### config.mk
export PLATFORM = sky130hd
export DESIGN_NAME = jtag_tap_master_flat
export DESIGN_NICKNAME = d
export VERILOG_FILES = /design/src/rtl/jtag_pkg.sv /design/src/rtl/jtag_tap_master_if.sv /design/src/rtl/jtag_tck_gen.sv /design/src/rtl/jtag_tap_master.sv /design/src/flat_wrapper.sv
export SDC_FILE = /design/constraint.sdc
export NUM_CORES = 1
export LEC_CHECK = 0
export ABC_CLOCK_PERIOD_IN_PS = 3600
export CORE_MARGIN = 3
export CORE_UTILIZATION = 53
export CTS_CLUSTER_SIZE = 10
export DETAILED_ROUTE_END_ITERATION = 16
export HOLD_SLACK_MARGIN = 0.1
export PLACE_DENSITY_LB_ADDON = 0.25
export SYNTH_ARGS = -nofsm -noshare
export SYNTH_HDL_FRONTEND = slang
export SYNTH_SLANG_ARGS = --single-unit
### constraint.sdc
create_clock -name iMAIN_CLK -period 3.6 [get_ports iMAIN_CLK]
set_input_delay 1.08 -clock iMAIN_CLK [delete_from_list [all_inputs] [get_ports iMAIN_CLK]]
set_output_delay 1.08 -clock iMAIN_CLK [all_outputs]
set_load 0.03 [all_outputs]
### src/rtl/jtag_pkg.sv
// Shared types, TAP walk lengths and width helpers for the JTAG TAP master.
package jtag_pkg;

  typedef enum logic [3:0] {
    TLR_INIT,
    IDLE,
    IR_SEL,
    IR_SHIFT,
    IR_UPD,
    DR_SEL,
    DR_SHIFT,
    DR_UPD,
    RESP
  } tap_state_e;

  // Fixed TMS walks, expressed as (steps, leading ones):
  //   TLR_INIT 1,1,1,1,1,0   IR_SEL 1,1,0,0   IR/DR_UPD 1,0   DR_SEL 1,0,0
  localparam int unsigned TLR_STEPS       = 6;
  localparam int unsigned TLR_TMS_ONES    = 5;
  localparam int unsigned IR_SEL_STEPS    = 4;
  localparam int unsigned IR_SEL_TMS_ONES = 2;
  localparam int unsigned UPD_STEPS       = 2;
  localparam int unsigned DR_SEL_STEPS    = 3;

  function automatic int unsigned address_width(input int unsigned n_regs);
    return $clog2(n_regs + 1);
  endfunction

  function automatic int unsigned ir_width(input int unsigned n_regs);
    return address_width(n_regs) + 1;
  endfunction

endpackage

### src/rtl/jtag_tap_master_if.sv
// Command/response handshake between a host and the JTAG TAP master.
interface jtag_tap_master_if #(
  parameter int unsigned ADDRESS_WIDTH = 5,
  parameter int unsigned REGISTER_SIZE = 32
);
  logic                     iCMD_VALID;
  logic                     oCMD_READY;
  logic                     iCMD_WRITE;
  logic [ADDRESS_WIDTH-1:0] iCMD_ADDRESS;
  logic [REGISTER_SIZE-1:0] iCMD_DATA;
  logic                     oRSP_VALID;
  logic [REGISTER_SIZE-1:0] oRSP_DATA;

  modport master (
    output iCMD_VALID, iCMD_WRITE, iCMD_ADDRESS, iCMD_DATA,
    input  oCMD_READY, oRSP_VALID, oRSP_DATA
  );

  modport slave (
    input  iCMD_VALID, iCMD_WRITE, iCMD_ADDRESS, iCMD_DATA,
    output oCMD_READY, oRSP_VALID, oRSP_DATA
  );
endinterface

### src/rtl/jtag_tck_gen.sv
// TCK generator: divides the system clock, emits one-cycle strobes in the
// cycle before TCK rises or falls. Disabled means TCK parked low, counter cleared.
module jtag_tck_gen #(
  parameter int unsigned HALF_PERIOD = 4
) (
  input  logic clk_i,
  input  logic rst_i,
  input  logic en_i,
  output logic tck_o,
  output logic rise_o,
  output logic fall_o
);
  localparam int unsigned CNT_W = (HALF_PERIOD > 1) ? $clog2(HALF_PERIOD) : 1;

  logic [CNT_W-1:0] cnt_q;
  logic             tck_q;
  logic             tick;

  assign tick   = en_i && (cnt_q == CNT_W'(HALF_PERIOD - 1));
  assign rise_o = tick && !tck_q;
  assign fall_o = tick && tck_q;
  assign tck_o  = tck_q;

  // Half-period counter and TCK toggle.
  always_ff @(posedge clk_i) begin
    if (rst_i || !en_i) begin
      cnt_q <= '0;
      tck_q <= 1'b0;
    end else if (tick) begin
      cnt_q <= '0;
      tck_q <= ~tck_q;
    end else begin
      cnt_q <= cnt_q + CNT_W'(1);
    end
  end
endmodule

### src/rtl/jtag_tap_master.sv
// JTAG initiator: turns register read/write commands into an IR scan of
// {WRITE,ADDRESS} followed by a REGISTER_SIZE-bit DR scan, returning TDO bits.
module jtag_tap_master
  import jtag_pkg::*;
#(
  parameter int unsigned NUMBER_OF_REGISTERS = 16,
  parameter int unsigned REGISTER_SIZE       = 32,
  parameter int unsigned TCK_HALF_PERIOD     = 4
) (
  input  logic              iMAIN_CLK,
  input  logic              iRESET,
  jtag_tap_master_if.slave  bus,
  output logic              oTCK,
  output logic              oTMS,
  output logic              oTDI,
  input  logic              iTDO
);
  localparam int unsigned AW       = address_width(NUMBER_OF_REGISTERS);
  localparam int unsigned IRW      = ir_width(NUMBER_OF_REGISTERS);
  localparam int unsigned SCAN_MAX = (IRW > REGISTER_SIZE) ? IRW : REGISTER_SIZE;
  localparam int unsigned CNT_MAX  = (SCAN_MAX > TLR_STEPS) ? SCAN_MAX : TLR_STEPS;
  localparam int unsigned CW       = $clog2(CNT_MAX);

  tap_state_e               state_q, state_d, next_phase;
  logic [CW-1:0]            cnt_q, cnt_d;
  logic [IRW-1:0]           ir_q, ir_d;
  logic [REGISTER_SIZE-1:0] tx_q, tx_d, rx_q, rx_d;
  logic [REGISTER_SIZE-1:0] rsp_data_q;
  logic                     rsp_valid_q;
  logic                     tms_q, tms_d, tdi_q, tdi_d;
  logic                     accept, tck_en, tck_rise, tck_fall;
  int unsigned              step_len;

  assign accept = (state_q == IDLE) && bus.iCMD_VALID;
  assign tck_en = (state_q != IDLE) && (state_q != RESP);

  jtag_tck_gen #(.HALF_PERIOD(TCK_HALF_PERIOD)) u_tck_gen (
    .clk_i  (iMAIN_CLK),
    .rst_i  (iRESET),
    .en_i   (tck_en),
    .tck_o  (oTCK),
    .rise_o (tck_rise),
    .fall_o (tck_fall)
  );

  // Step sequencing: a TAP step ends on the TCK falling edge, where the
  // TMS/TDI of the following step are launched from the next-state values.
  always_comb begin
    state_d    = state_q;
    cnt_d      = cnt_q;
    ir_d       = ir_q;
    tx_d       = tx_q;
    rx_d       = rx_q;
    tms_d      = 1'b0;
    tdi_d      = 1'b0;
    step_len   = 1;
    next_phase = IDLE;

    case (state_q)
      TLR_INIT: begin step_len = TLR_STEPS;     next_phase = IDLE;     end
      IR_SEL:   begin step_len = IR_SEL_STEPS;  next_phase = IR_SHIFT; end
      IR_SHIFT: begin step_len = IRW;           next_phase = IR_UPD;   end
      IR_UPD:   begin step_len = UPD_STEPS;     next_phase = DR_SEL;   end
      DR_SEL:   begin step_len = DR_SEL_STEPS;  next_phase = DR_SHIFT; end
      DR_SHIFT: begin step_len = REGISTER_SIZE; next_phase = DR_UPD;   end
      DR_UPD:   begin step_len = UPD_STEPS;     next_phase = RESP;     end
      default:  begin step_len = 1;             next_phase = IDLE;     end
    endcase

    if (state_q == IDLE) begin
      if (accept) begin
        state_d = IR_SEL;
        cnt_d   = '0;
        ir_d    = {bus.iCMD_WRITE, bus.iCMD_ADDRESS};
        tx_d    = bus.iCMD_WRITE ? bus.iCMD_DATA : '0;
        rx_d    = '0;
      end
    end else if (state_q == RESP) begin
      state_d = IDLE;
      cnt_d   = '0;
    end else if (tck_fall) begin
      if (state_q == IR_SHIFT) ir_d = ir_q >> 1;
      if (state_q == DR_SHIFT) tx_d = tx_q >> 1;
      if (cnt_q == CW'(step_len - 1)) begin
        state_d = next_phase;
        cnt_d   = '0;
      end else begin
        cnt_d = cnt_q + CW'(1);
      end
    end

    if (tck_rise && state_q == DR_SHIFT) rx_d = {iTDO, rx_q[REGISTER_SIZE-1:1]};

    case (state_d)
      TLR_INIT: tms_d = (cnt_d < CW'(TLR_TMS_ONES));
      IR_SEL:   tms_d = (cnt_d < CW'(IR_SEL_TMS_ONES));
      IR_SHIFT: begin
        tms_d = (cnt_d == CW'(IRW - 1));
        tdi_d = ir_d[0];
      end
      IR_UPD:   tms_d = (cnt_d == '0);
      DR_SEL:   tms_d = (cnt_d == '0);
      DR_SHIFT: begin
        tms_d = (cnt_d == CW'(REGISTER_SIZE - 1));
        tdi_d = tx_d[0];
      end
      DR_UPD:   tms_d = (cnt_d == '0);
      default:  tms_d = 1'b0;
    endcase
  end

  // State, shift registers, JTAG pins and response registers.
  always_ff @(posedge iMAIN_CLK) begin
    if (iRESET) begin
      state_q     <= TLR_INIT;
      cnt_q       <= '0;
      ir_q        <= '0;
      tx_q        <= '0;
      rx_q        <= '0;
      tms_q       <= 1'b1;
      tdi_q       <= 1'b0;
      rsp_valid_q <= 1'b0;
      rsp_data_q  <= '0;
    end else begin
      state_q     <= state_d;
      cnt_q       <= cnt_d;
      ir_q        <= ir_d;
      tx_q        <= tx_d;
      rx_q        <= rx_d;
      tms_q       <= tms_d;
      tdi_q       <= tdi_d;
      rsp_valid_q <= (state_d == RESP);
      if (state_d == RESP && state_q != RESP) rsp_data_q <= rx_q;
    end
  end

  assign oTMS           = tms_q;
  assign oTDI           = tdi_q;
  assign bus.oCMD_READY = (state_q == IDLE);
  assign bus.oRSP_VALID = rsp_valid_q;
  assign bus.oRSP_DATA  = rsp_data_q;
endmodule

### src/flat_wrapper.sv
// flat-port wrapper written by rule: the top's interface ports become plain ports
module jtag_tap_master_flat import jtag_pkg::*;
#(
  parameter int unsigned NUMBER_OF_REGISTERS = 16,
  parameter int unsigned REGISTER_SIZE       = 32,
  parameter int unsigned TCK_HALF_PERIOD     = 4
)
  (iMAIN_CLK, iRESET, oTCK, oTMS, oTDI, iTDO, bus_iCMD_VALID, bus_iCMD_WRITE, bus_iCMD_ADDRESS, bus_iCMD_DATA, bus_oCMD_READY, bus_oRSP_VALID, bus_oRSP_DATA);
  jtag_tap_master_if #(.ADDRESS_WIDTH(($clog2((16) + 1))), .REGISTER_SIZE(REGISTER_SIZE)) bus_i ();
  input  logic iMAIN_CLK;
  input  logic iRESET;
  output logic oTCK;
  output logic oTMS;
  output logic oTDI;
  input  logic iTDO;
  input wire logic [$bits(bus_i.iCMD_VALID)-1:0] bus_iCMD_VALID;
  input wire logic [$bits(bus_i.iCMD_WRITE)-1:0] bus_iCMD_WRITE;
  input wire logic [$bits(bus_i.iCMD_ADDRESS)-1:0] bus_iCMD_ADDRESS;
  input wire logic [$bits(bus_i.iCMD_DATA)-1:0] bus_iCMD_DATA;
  output wire logic [$bits(bus_i.oCMD_READY)-1:0] bus_oCMD_READY;
  output wire logic [$bits(bus_i.oRSP_VALID)-1:0] bus_oRSP_VALID;
  output wire logic [$bits(bus_i.oRSP_DATA)-1:0] bus_oRSP_DATA;
  assign bus_i.iCMD_VALID = bus_iCMD_VALID;
  assign bus_i.iCMD_WRITE = bus_iCMD_WRITE;
  assign bus_i.iCMD_ADDRESS = bus_iCMD_ADDRESS;
  assign bus_i.iCMD_DATA = bus_iCMD_DATA;
  assign bus_oCMD_READY = bus_i.oCMD_READY;
  assign bus_oRSP_VALID = bus_i.oRSP_VALID;
  assign bus_oRSP_DATA = bus_i.oRSP_DATA;
  jtag_tap_master #(.NUMBER_OF_REGISTERS(NUMBER_OF_REGISTERS), .REGISTER_SIZE(REGISTER_SIZE), .TCK_HALF_PERIOD(TCK_HALF_PERIOD)) u_core (.iMAIN_CLK(iMAIN_CLK), .iRESET(iRESET), .bus(bus_i), .oTCK(oTCK), .oTMS(oTMS), .oTDI(oTDI), .iTDO(iTDO));
endmodule
== Word level (Yosys, flattened, before mapping) ==
Index checks and enable logic that the tools add are counted.
Word-level totals
  bits in registers: 117
Operators by class
  bitwise logic cells: 1
  mux-type cells: 28
  reduce and logical (&&, ||, !) cells: 25
  equal/unequal tests: 23
  add/subtract/negate cells: 3
  $lt $le $gt $ge: 2
Operators with widths (number)
  $mux W32: 9
  $eq A4 B3 Y1 const B: 8
  $mux W6: 5
  $mux W5: 5
  $pmux W4 S6: 1
  $mux W4: 5
  $eq A4 B2 Y1 const B: 4
  $pmux W3 S5: 1
  $reduce_bool A2 Y1: 5
  $eq A4 B4 Y1 const B: 2
  $logic_not A4 Y1: 2
  $reduce_and A4 Y1: 2
  $logic_and A1 B1 Y1: 7
  $reduce_or A2 Y1: 3
  $add A5 B1 Y5 const B: 1
  $eq A5 B3 Y1 const B: 1
  $eq A5 B5 Y1: 1
  $eq A5 B5 Y1 const B: 1
  $logic_not A5 Y1: 1
  $lt A5 B2 Y1 const B: 1
  $lt A5 B3 Y1 const B: 1
  $pmux W1 S5: 1
  $sub A5 B1 Y5 const B: 1
  $eq A4 B1 Y1 const B: 1
  12 further kinds: 13

== Depth between registers and ports, before layout ==
  word-level depth: 12
  depth in mapped cells: 13
  gate-level depth less buffers: 10

== Hierarchy ==
Synthesis repeated with hierarchy kept, for this count alone.
Second synthesis, totals
  cells, all modules: 581
  area, all modules: 4828.4 um2
By module, submodules not included
  jtag_tap_master: seq. area each 2282.2 um2, instances 1, area each 4710.8 um2, cells an instance 569
  jtag_tck_gen: seq. area each 60.1 um2, instances 1, area each 117.6 um2, cells an instance 12

== Worst setup path after synthesis ==
Ideal clock, no wire load.
  kind: reg-to-reg
  from: register u_core.state_q[0]
  to: register u_core.tms_q, in the netlist u_core.oTMS
  arrival: 3005 ps
  data required time: 3521 ps
  setup time: 79 ps
  cell stages (with the launch flop): 12
  setup slack: 516 ps
  path through: dfxtp_1 clkbuf_8 and2b_2 a211o_1 ha_1 nand2b_1 a2111oi_4 o21ai_2 nor3_4 mux2i_1 or4bb_1 o211ai_1
On the way
  word-level cells in the longest chain between the ends: 12
  elaborated cells between the ends (all ways): 45
  those cells by class: add/sub: 1; order compare: 2; eq/ne: 19; mux: 13; reduce/logical: 10
Ends and longest elaborated chain
  from (decl): line jtag_tap_master.sv:24  | tap_state_e state_q, state_d, next_phase;
  from (signal assigned): line jtag_tap_master.sv:125  | state_q <= state_d;
  branches (longest 11 deep; another with $sub A5 B1 Y5)
  $pmux W1 S5 *: line jtag_tap_master.sv:94  | case (state_d)
  to (signal assigned): line jtag_tap_master.sv:130  | tms_q <= tms_d;
  to (decl): line jtag_tap_master.sv:30  | logic tms_q, tms_d, tdi_q, tdi_d;
Mark *: on every way between the ends.
A chain may end at the register's enable or synchronous reset.

== Worst setup path after layout ==
  from: register u_core.state_q[1]
  to: output port bus_oCMD_READY
On the way
  word-level cells in the longest chain between the ends: 1
Ends and longest elaborated chain
  $eq A4 B1 Y1: line jtag_tap_master.sv:139  | assign bus.oCMD_READY = (state_q == IDLE);
  to (decl): line flat_wrapper.sv:20  | output wire logic [$bits(bus_i.oCMD_READY)-1:0] bus_oCMD_READY;
No other way between the ends.

==> metrics.txt <==
kind of cell adding the most delay to the critical path=buffers and inverters; status=finished, final reports clean; post-place instance area=5880 um^2; vias per std cell=5.86; cell area after layout=6490 um^2; #FFs+latches synth=117; Net Switching=0.000708 W; GR Layer Usage met3=6.84%; hold wc startpoint=u_core.u_tck_gen.cnt_q[0]; hold buffers post-CTS=0; CTS tree=yes; CP max FO=9; syn nets=644; post-synthesis cell area=5020 um^2; FFs w/ async S/R, synth=0%; Syn-to-layout area delta=29.1%; clock sinks=117; final worst-path setup slack=106 ps; met1 Track Usage GR=30.9%; MaxCap Viol Count=0; clock tree buffer depth=2; via count=4721; Critical Path AT=2410 ps; Avg Cell Area, Syn=8.39 um^2; endpoints failing hold=0; Pins Over Slew Limit=0; Core Box Area=8980 um^2; register area=2340 um^2; post-synth cell types=63; crit path cell chain=buf_4, or4b_4, inv_1, clkdlybuf4s50_1; drc violations=0; Placement Rows=34; DR WL/cell=15.8 um; slowest library cell on the worst path=clkdlybuf4s50_1; Least-Margin Pin Slew=635 ps; area of the multi-input gates=2430 um^2; startpoint types=register; Worst-path clk slew=60 ps; Worst Path Buf+Inv=3; Synth Area in Adders=0.747%; # IOs=79; Overall Power=0.00313 W; maximum vdd drop=0.292 mV; largest net degree at the start of global routing=66; top_reg_cell synth=dfxtp_1; met2 Track Usage GR=38.5%; Sw Share=22.6%; final RePlAce weighted congestion=0.979; clk root buf=clkbuf_8; htree depth=4; first-pass GRT wire length=20500 um; Starting Density=56.0%; Starting DRT DRC Count=365; PwrDens=483 nW/um^2; total wire length=12700 um; number of synthesized flops with an enable pin=0; Crit Path Class=reg2out; Routed Antenna Nets=0; worst skew pair latency=520 ps; CP max stage delay=660 ps; xor and xnor area share after synthesis=0.523%; fin crit share=97.1%; share of layout cells above drive strength 1=10.7%; GRT Overall Usage=24.2%; Mapped Cells=599; Die Y-Extent=103 um; Lkg Pwr=2.19 nW; largest family of logic cells by synthesized area=compound AO/OA/AOI/OAI gates; Critical Path End Type=primary output; r2r startpoint=u_core.state_q[1]; DR pass1 iterations=7; mux cell area share after synthesis=0.399%; post-layout net count=712; number of post-CTS setup repair buffers=0; Final min period=3490 ps; final setup fails=0; Seq pwr share=41.5%; CP Launch Point=u_core.state_q[1]; die area=10700 um^2; PostCTS Resize Cnt=0; cts bufs inserted=17; gr busiest metal=met2; Syn. warnings=0; Post-Synth Simple-Gate Area=20.9%; initial antenna violation count=0; antenna diode count=0; combinational fraction of design power=2.7%; max_slew headroom=57.4%; Hold Path Class=reg2reg; HPWL Detailed=7940 um; cell-internal power=0.00243 W; Peak Freq=286 MHz; Filler Cell Count=672; PortBufs=78; Place WS=483 ps; final setup TNS=0 ps; post-synthesis compound-gate area fraction=25.6%; GRT overflow=0; CP Data Required Time=2520 ps; vias in the first global route=4374; sequential area share after synthesis=46.6%; DIE WIDTH=103 um; clock skew=8.41 ps; RSZ-0062 raised after global routing=no; clock share of power=55.7%
sequential cells by signal (all words and copies together) (netlist names):
signal / count
u_core.bus.oRSP_DATA: 32
u_core.rx_q: 32
u_core.tx_q: 32
u_core.ir_q: 6
u_core.cnt_q: 5
u_core.state_q: 4
u_core.u_tck_gen.cnt_q: 2
u_core.bus.oRSP_VALID: 1
u_core.oTDI: 1
u_core.oTMS: 1
u_core.u_tck_gen.tck_o: 1
synthesized netlist by cell type (2+ instances only):
library cell    n  area [um^2]
and2_1          4         25.0
ha_1            3         37.5
a211oi_1        2         15.0
xor2_1          2         17.5
nand2b_1        4         25.0
o21ai_0         9         45.0
nand2_1       116          435
and3_1          3         18.8
and2_2          2         15.0
a211o_1         2         17.5
nand3b_1        3         22.5
nor3_1          7         35.0
clkbuf_8        4         55.1
nand4_1         2         12.5
nor4b_1         2         17.5
and2b_2         2         17.5
o211ai_1        2         15.0
nor2b_1         2         12.5
or2_2           2         12.5
dfxtp_1       117         2340
nor2_1         53          199
buf_2           3         15.0
a311oi_1        5         43.8
nor3b_1         3         22.5
inv_1           4         15.0
a31oi_1         3         18.8
or3_1           3         18.8
mux2i_1         2         20.0
a22oi_1        68          510
buf_4           3         22.5
o21a_1          3         22.5
o31ai_1         4         30.0
clkbuf_1       36          135
a21oi_1        79          395
buf_6           2         22.5
nand3_1        11         55.1
worst paths after layout:
check,depth (start not counted),to,slack (ps)
min,1,u_core.u_tck_gen.cnt_q[0],430
max,4,bus_oCMD_READY,110
max reg2reg,12,u_core.oTMS,470
min reg2reg,1,u_core.u_tck_gen.cnt_q[0],430
logic make-up after synthesis:
logic type	Yosys count
fa+ha+maj	3
simple gates	229
buf+inv	52
mux	2
compound gates	193
xor+xnor	3
flops	117
routing by layer:
metal | share of wire (%) | vias to the layer above
li1 | - | 2274
met1 | 43 | 2192
met2 | 48 | 225
met3 | 7.8 | 30
met4 | 2.1 | 0
met5 | 0 | -
power groups by stage:
stage                     combinational [W]  clock (W)  sequential [W]
after floorplan                   0.0000285          0         0.00133
after global routing              0.0000912    0.00182         0.00130
after global placement            0.0000834          0         0.00133
after CTS                         0.0000848    0.00176         0.00130
final                             0.0000851    0.00175         0.00130
after detailed placement          0.0000845          0         0.00133
layout by cell type, fill, tap and decap left out, types with 3 or more instances in the layout:
master,instances
dfxtp_1,117
nand2_1,116
a21oi_1,79
clkdlybuf4s50_1,77
a22oi_1,68
nor2_1,50
buf_4,19
clkbuf_16,16
nand3_1,11
o21ai_0,9
nor3_1,7
a311oi_1,5
inv_1,4
nand2b_1,4
and2_1,4
o31ai_1,4
clkinv_4,4
nand3b_1,3
or3_1,3
and3_1,3
nor2_2,3
o21a_1,3
a31oi_1,3
ha_1,3
bufinv_16,3
inv_6,3
inv_8,3
layout make-up:
| cell class | count | area share (%) |
|---|---|---|
| clock buffer | 18 | 6.44 |
| clock inverter | 14 | 2.97 |
| inverter | 4 | 0.231 |
| multi-input combinational | 430 | 37.4 |
| sequential | 117 | 36.1 |
| tap | 126 | 2.43 |
| timing repair buffer | 97 | 14.4 |
metrics by stage:
| stage | std cells | hold slack (ps) | util [%] |
|---|---|---|---|
| final | 806 | 429 | 72.3 |
| after global routing | 806 | 442 | 72.3 |
| after CTS | 806 | 433 | 72.3 |
| after detailed placement | 774 | 424 | 65.5 |
| after global placement | 774 | 416 | 65.5 |
| after floorplan | 599 | 405 | - |
No activity file was read; power rests on OpenSTA's default activity.
